==> config.mk <==
export PLATFORM = sky130hd
export DESIGN_NAME = multiport_reg_file
export DESIGN_NICKNAME = d
export VERILOG_FILES = /design/src/rtl/regfile_pkg.sv /design/src/rtl/regfile_clear_seq.sv /design/src/rtl/multiport_reg_file.sv
export SDC_FILE = /design/constraint.sdc
export NUM_CORES = 2
export LEC_CHECK = 0
export BUFFER_PORTS_ARGS = -buffer_cell sky130_fd_sc_hd__buf_2
export CELL_PAD_IN_SITES_DETAIL_PLACEMENT = 0
export CELL_PAD_IN_SITES_GLOBAL_PLACEMENT = 1
export CORE_MARGIN = 2
export CORE_UTILIZATION = 49
export DETAILED_ROUTE_END_ITERATION = 8
export PLACE_DENSITY = 0.77
export SLEW_MARGIN = 20
export SYNTH_ARGS = -nofsm -noshare
export SYNTH_HDL_FRONTEND = slang
export SYNTH_HIERARCHICAL = 1
export SYNTH_SLANG_ARGS = --single-unit
==> constraint.sdc <==
create_clock -name clk -period 3.95 [get_ports clk]
set_clock_uncertainty 0.15 [all_clocks]
set_input_delay 0.395 -clock clk [delete_from_list [all_inputs] [get_ports clk]]
set_output_delay 0.395 -clock clk [all_outputs]
set_load 0.005 [all_outputs]
==> src/rtl/regfile_pkg.sv <==
// Shared types and default sizing for the
// multiport register file.
package regfile_pkg;

   typedef enum logic {
      CLEAR = 1'b0,
      RUN   = 1'b1
   } rf_state_e;

   localparam int XLEN_DEF     = 32;
   localparam int NUM_REGS_DEF = 32;

endpackage

==> src/rtl/regfile_clear_seq.sv <==
// Post-reset clear sequencer: walks every
// register once, then hands over to RUN.
module regfile_clear_seq
   import regfile_pkg::*;
#(
   parameter int NUM_REGS = NUM_REGS_DEF,
   parameter int AW       = $clog2(NUM_REGS)
) (
   input  logic          clk,
   input  logic          rst,
   output logic          busy,
   output logic          clr_we,
   output logic [AW-1:0] clr_addr
);

   localparam logic [AW-1:0] LAST =
      AW'(NUM_REGS - 1);

   rf_state_e     state;
   rf_state_e     state_n;
   logic [AW-1:0] cnt;
   logic [AW-1:0] cnt_n;

   always_ff @(posedge clk) begin
      if (!rst) begin
         state <= CLEAR;
         cnt   <= '0;
      end else begin
         state <= state_n;
         cnt   <= cnt_n;
      end
   end

   always_comb begin
      state_n = state;
      cnt_n   = cnt;
      unique case (state)
         CLEAR: begin
            if (cnt == LAST) begin
               state_n = RUN;
               cnt_n   = '0;
            end else begin
               cnt_n = cnt + 1'b1;
            end
         end
         RUN: begin
            state_n = RUN;
         end
         default: begin
            state_n = CLEAR;
            cnt_n   = '0;
         end
      endcase
   end

   assign busy     = (state == CLEAR);
   assign clr_we   = busy;
   assign clr_addr = cnt;

endmodule

==> src/rtl/multiport_reg_file.sv <==
// Register file with N combinational read
// ports, one core write port and a debug port.
module multiport_reg_file
   import regfile_pkg::*;
#(
   parameter int XLEN         = XLEN_DEF,
   parameter int NUM_REGS     = NUM_REGS_DEF,
   parameter int NUM_RD_PORTS = 2,
   parameter int BYPASS       = 1,
   localparam int AW          = $clog2(NUM_REGS)
) (
   input  logic                   clk,
   input  logic                   rst,
   input  logic [NUM_RD_PORTS-1:0]
                [AW-1:0]          rd_addr,
   output logic [NUM_RD_PORTS-1:0]
                [XLEN-1:0]        rd_data,
   input  logic                   wr_en,
   input  logic [AW-1:0]          wr_addr,
   input  logic [XLEN-1:0]        wr_data,
   input  logic                   dbg_valid,
   output logic                   dbg_ready,
   input  logic                   dbg_we,
   input  logic [AW-1:0]          dbg_addr,
   input  logic [XLEN-1:0]        dbg_wdata,
   output logic [XLEN-1:0]        dbg_rdata,
   output logic                   dbg_rvalid,
   output logic                   busy
);

   localparam logic [AW:0] NREG =
      (AW+1)'(NUM_REGS);

   logic            clr_we;
   logic [AW-1:0]   clr_addr;
   logic [XLEN-1:0] regs [NUM_REGS];

   logic core_we;
   logic dbg_acc;
   logic dbg_wr;
   logic dbg_rd;

   // x0 and out-of-range addresses are
   // neither readable nor writable
   function automatic logic addr_ok(
      input logic [AW-1:0] a
   );
      return (a != '0) &&
             ({1'b0, a} < NREG);
   endfunction

   regfile_clear_seq #(
      .NUM_REGS (NUM_REGS),
      .AW       (AW)
   ) u_clear_seq (
      .clk      (clk),
      .rst      (rst),
      .busy     (busy),
      .clr_we   (clr_we),
      .clr_addr (clr_addr)
   );

   assign dbg_ready = !busy && !wr_en;
   assign dbg_acc   = dbg_valid && dbg_ready;
   assign dbg_rd    = dbg_acc && !dbg_we;

   assign core_we = !busy && wr_en &&
                    addr_ok(wr_addr);
   assign dbg_wr  = dbg_acc && dbg_we &&
                    addr_ok(dbg_addr);

   // core and debug never both commit:
   // dbg_ready already excludes wr_en
   always_ff @(posedge clk) begin
      if (clr_we) begin
         regs[clr_addr] <= '0;
      end else if (rst && core_we) begin
         regs[wr_addr] <= wr_data;
      end else if (rst && dbg_wr) begin
         regs[dbg_addr] <= dbg_wdata;
      end
   end

   always_comb begin
      rd_data = '0;
      for (int p = 0; p < NUM_RD_PORTS; p++) begin
         if (!busy && addr_ok(rd_addr[p])) begin
            if (BYPASS != 0 && wr_en &&
                wr_addr == rd_addr[p]) begin
               rd_data[p] = wr_data;
            end else begin
               rd_data[p] = regs[rd_addr[p]];
            end
         end
      end
   end

   always_ff @(posedge clk) begin
      if (!rst) begin
         dbg_rvalid <= 1'b0;
         dbg_rdata  <= '0;
      end else begin
         dbg_rvalid <= dbg_rd;
         if (dbg_rd) begin
            dbg_rdata <= addr_ok(dbg_addr) ?
                         regs[dbg_addr] : '0;
         end
      end
   end

endmodule

# [Word-level counts from Yosys, hierarchy flattened]
# Memory sizes are Yosys's and may differ from the RTL's.
# Index checks and enable logic that the tools add are counted.
[op_classes] n_mux=22 reduce_logical=21 eq_ne=3 n_addsub=1 bitwise_logic=1
[op_table] operator="$mux W32" n=7
[op_table] operator="$reduce_or A32 Y1" n=2
[op_table] operator="$reduce_bool A5 Y1" n=4
[op_table] operator="$mux W5" n=3
[op_table] operator="$logic_and A1 B1 Y1" n=13
[op_table] operator="$mux W1" n=11
[op_table] operator="$eq A5 B5 Y1" n=2
[op_table] operator="$add A5 B1 Y5 const B" n=1
[op_table] operator="$eq A5 B5 Y1 const B" n=1
[op_table] operator="$logic_not A1 Y1" n=2
[op_table] operator="$pmux W1 S2" n=1
[op_table] operator="$not A1 Y1" n=1
[word_totals] out_inout_bits=99 reg_bits=39 mem_count=1 ramBits=1024 elab_cells=53
[memory_table] memory="regs" depth=32 word_bits=32 rd=3 rd_clocked_by_memory_dff=0 write_ports=1 line_no="multiport_reg_file.sv:36" source="logic [XLEN-1:0] regs [NUM_REGS];"

# [Longest topological paths before layout]
[logic_depth] ltp_word=12 depth_mapped=10 ltp_nobuf=6

# [Cells and area by module]
# The synthesis kept the hierarchy.
[by_module_without_submodules] module="multiport_reg_file" seq_area_each_um2=31410.1 n_inst=1 cells_per_inst=3325 area_per_inst_um2=57386.3
[by_module_without_submodules] module="regfile_clear_seq" seq_area_each_um2=120.1 n_inst=1 cells_per_inst=29 area_per_inst_um2=286.5

# [Least setup slack after synthesis]
# OpenSTA, ideal clock, no wires.
[synth_path] path_kind="register to register" start="reg u_clear_seq.state" end="mem regs[20][0] (netlist bit), enable pin" arrival_ps=3515 required_time_ps=3368 path_buffers=4 setup_slack_ps=-147 stages_incl_launch_ff=11 path_cell_list="dfxtp_1 > buf_6 > inv_1 > buf_4 > and4bb_2 > buf_2 > o41a_1 > buf_2 > a2111oi_4 > o21ai_1 > a21oi_1"
[synth_via] elab_chain_len=11 word_cells_on_any_way=22
[synth_lines] element="start, declared" line_no="regfile_clear_seq.sv:19" source="rf_state_e state;"
[synth_lines] element="start signal, assigned" line_no="regfile_clear_seq.sv:29" source="state <= state_n;"
[synth_lines] element="$logic_and A1 B1 Y1" line_no="multiport_reg_file.sv:63" source="assign dbg_ready = !busy && !wr_en;"
[synth_lines] element="$logic_and A1 B1 Y1" line_no="multiport_reg_file.sv:64" source="assign dbg_acc = dbg_valid && dbg_ready;"
[synth_lines] element="$logic_and A1 B1 Y1 (2 in a row)" line_no="multiport_reg_file.sv:69" source="assign dbg_wr = dbg_acc && dbg_we &&"
[synth_lines] element="$logic_and A1 B1 Y1" line_no="multiport_reg_file.sv:79" source="end else if (rst && dbg_wr) begin"
[synth_lines] element="$mux W1" line_no="multiport_reg_file.sv:79"
[synth_lines] element="$mux W1" line_no="multiport_reg_file.sv:77" source="end else if (rst && core_we) begin"
[synth_lines] element="$mux W1" line_no="multiport_reg_file.sv:75" source="if (clr_we) begin"
[synth_lines] element="$mux W1 (not written as such)" line_no="multiport_reg_file.sv:80" source="regs[dbg_addr] <= dbg_wdata;"
[synth_lines] element="$reduce_or A32 Y1 (no source line)"
[synth_lines] element="$mux W5 (no source line) / $mux W1 (equally long branches)"
[synth_lines] element="end, declared" line_no="multiport_reg_file.sv:36"
# Several ways; a longest one is shown, not always the timed one.

==> results.py <==
metrics = {
    "cells_and_area": {
        "stdcell_count": 5232,
        "drive_above_1_share_pct": 36.5,
        "nFillCells": 8731,
        "fin_nets": 3695,
        "register_area_um2": 31500,
        "final_core_util_pct": 56.7,
        "area_growth_pct": 14.5,
        "multi_input_area_um2": 25000,
    },
    "floorplan": {
        "rows": 125,
        "initial_utilization_pct": 49.5,
        "die_h_um": 347,
        "design.die.area_um2": 120000,
        "io_pins": 188,
        "die_w_um": 347,
        "core_area_um2": 117000,
    },
    "routing": {
        "wl_um": 228000,
        "dr_total_vias": 41600,
        "antenna_left": 0,
        "drc": 0,
        "via_per_inst": 7.96,
        "firstDrtPassIters": 8,
        "routedWlPerCell_um": 43.6,
        "drt_iter0_markers": 7412,
    },
    "global_route": {
        "antenna_found_initial": 15,
        "grt_max_degree": 105,
        "gr-total-overflow": 0,
        "grt_util_met1_pct": 49.5,
        "track_usage_pct": 37.3,
        "top_usage_layer": "met2",
        "grtUsageMet3_pct": 12.9,
        "grt_first_pass_wirelength_um": 313000,
        "grtUsageMet2_pct": 54.4,
        "grt_pass1_vias": 40300,
    },
    "sta": {
        "setup_viol": 0,
        "finalHoldViolCount": 0,
        "period_minus_slack_ns": 3.82,
        "finalCritPeriodShare_pct": 96.8,
        "max_freq_mhz": 262,
        "worst_pin_slew_ns": 1.17,
        "rsz0062_at_grt": "no",
        "drv_slew": 0,
        "slew_headroom_pct": 21.4,
    },
    "critical_path": {
        "cp_max_fo": 22,
        "critPathKind": "reg -> out",
        "start_kind": "register",
        "reg2regPathDepth": 7,
        "critical_path_required_ns": 3.40,
        "arrival_ns": 3.28,
        "endpoint_kind": "primary output",
    },
    "synthesis": {
        "synth_top_area_share_pct": 53.3,
        "synth_seq_cells": 1063,
        "synth_ff_type": "edfxtp_1",
        "synth_cell_types": 68,
        "async_reset_ff_share_pct": 0,
        "yosysSeqAreaShare_pct": 54.7,
        "mappedNetlistNets": 3445,
        "yosysTopAreaCell": "edfxtp_1",
        "avgSynthCellArea_um2": 17.2,
        "synth_cells": 3354,
        "synth_edf_count": 1024,
        "syn-cell-area_um2": 57700,
        "ys_warn_count": 6,
        "ys_top_cells_by_area": "edfxtp_1, mux4_2, mux2i_1",
    },
    "power": {
        "internal_power_uw": 19700,
        "p_leak_uw": 0.0223,
        "p_sw_uw": 6390,
        "clkPwrFrac_pct": 41.9,
        "power.density_nw_per_um2": 394,
        "peakVddDrop_v": 0.000386,
        "switching_share_pct": 24.5,
        "comb_power_share_pct": 10.5,
        "seqPwrFrac_pct": 47.6,
    },
    "cts": {
        "clock_latency_ns": 0.75,
        "cts_buffers": 113,
        "clk_pin_slew_ns": 0.06,
        "tritoncts": "done",
        "cts_buffer_depth": 3,
        "clk_root_buffer_cell": "clkbuf_16",
        "cts_sinks": 1063,
        "cts_max_level": 3,
    },
    "placed_design": {
        "dp_cells": 5009,
        "place.gp.congestion": 0.946,
        "dp_hpwl_um": 140000,
        "port_buffers": 187,
    },
    "hold_path": {
        "min_delay_path_depth": 3,
        "worstHoldPathType": "in -> reg",
    },
    "flow_run": {
        "drv_cap": 0,
    },
    "status": {
        "status": "finished clean",
    },
}
## logic make-up (layout without fill, tap and decap cells)
logic type	Yosys count	in the layout	synth area share (%)
AOI/OAI and AO/OA	682	682	9.03
xor gates and xnor gates	10	10	0.152
adders and majority gates	2	2	0.0434
buffers and inverters	329	676	2.65
DFF	1063	1063	54.7
muxes	1023	1023	31.3
other	0	7	0
and+or+nand+nor	245	245	2.18
## worst paths after layout
path                          start            to  slack, ns
hold / removal        dbg_wdata[24]  regs[20][24]       0.14
setup reg to reg  u_clear_seq/state   regs[11][4]       0.30
hold reg to reg        dbg_rdata[1]  dbg_rdata[1]       0.33
setup / recovery  u_clear_seq/state   rd_data[54]       0.13
## metrics by stage
stage / hold slack [ns] / cell area, um^2 / TNS (ns) / total power, uW / worst slack (ns)
6_report: 0.145 / 66000 / 0 / 26000 / 0.127
5_1_grt: 0.130 / 66000 / 0 / 26500 / 0.157
4_1_cts: 0.103 / 66000 / 0 / 26000 / 0.0734
3_5_place_dp: 0.314 / 62200 / 0 / 15300 / 0.390
3_3_place_gp: 0.310 / 62200 / 0 / 15200 / 0.429
2_1_floorplan: 0.324 / 57700 / -33.98 / 14200 / -0.147
## power by group through the flow
stage / clock [uW] / combinational, uW / sequential [uW]
floorplan: 0 / 1610 / 12600
global placement: 0 / 2620 / 12600
detailed placement: 0 / 2640 / 12600
CTS: 11000 / 2650 / 12400
global route: 11400 / 2780 / 12400
finish: 10900 / 2730 / 12400
## final cells by class
| class | count | share of cell area [%] |
|---|---|---|
| sequential | 1063 | 47.8 |
| multi-input combinational | 1962 | 37.9 |
| timing repair buffer | 453 | 5.67 |
| clock buffer | 152 | 4.66 |
| tap | 1524 | 2.89 |
| clock inverter | 60 | 1.03 |
| inverter | 11 | 0.0625 |
| antenna | 7 | 0.0265 |
## synth_stat cells (39+ instances only)
library cell  instances
a21oi_1              56
a221oi_1             84
a22o_1               78
a22oi_1             181
buf_2               116
clkbuf_1            151
dfxtp_1              39
edfxtp_1           1024
mux2i_1             381
mux4_2              621
nand2_1              58
nand3_1              77
o21ai_0              69
o22ai_1              81
## per-layer routing
metal	routed length, um	share of wire (%)	up-vias
li1	-	-	15300
met4	14300	6.3	24
met2	98800	43	4158
met3	35600	16	852
met5	154	0.068	-
met1	79100	35	21300
## critical path: stages, from the launching register on
cell,delay (ns)
dfxtp_1,0.54
inv_1,0.24
buf_4,0.24
a21oi_1,0.17
buf_4,0.27
and3_1,0.25
buf_12,0.24
a221o_1,0.38
buf_2,0.18
## flip-flops by register name, indices dropped and copies added, names as in the netlist
register              count
regs                   1024
dbg_rdata                32
u_clear_seq/clr_addr      5
dbg_rvalid                1
u_clear_seq/state         1
## repair_timing
action,CTS,global route
endpoints found under the setup margin,0,5
hold buffers,3,0
hold endpoints to repair,7,0
gates resized for setup,0,0
buffers inserted,0,1
## cells in the final DEF, fill, tap and decap left out, types with 6 or more instances in the layout
cell	n
buf_12	59
a221oi_1	84
a32o_1	19
o211ai_2	18
o22ai_1	81
a21oi_4	8
nand2_1	57
diode_2	7
dfxtp_1	39
mux2i_1	381
a211oi_1	6
buf_2	179
nor3_1	6
a221o_1	22
nor4_1	14
mux4_2	621
clkbuf_1	30
o21ai_0	69
edfxtp_1	1024
a22oi_1	181
xor2_1	8
buf_4	205
clkbuf_16	114
a22o_1	77
o2111a_1	9
mux2_2	21
inv_1	9
clkinv_2	23
o211ai_1	33
nand3_1	77
clkbuf_8	10
a21oi_1	48
bufinv_16	12
clkinv_1	16
nor2_4	33
Power figures use the tool's default switching activity.
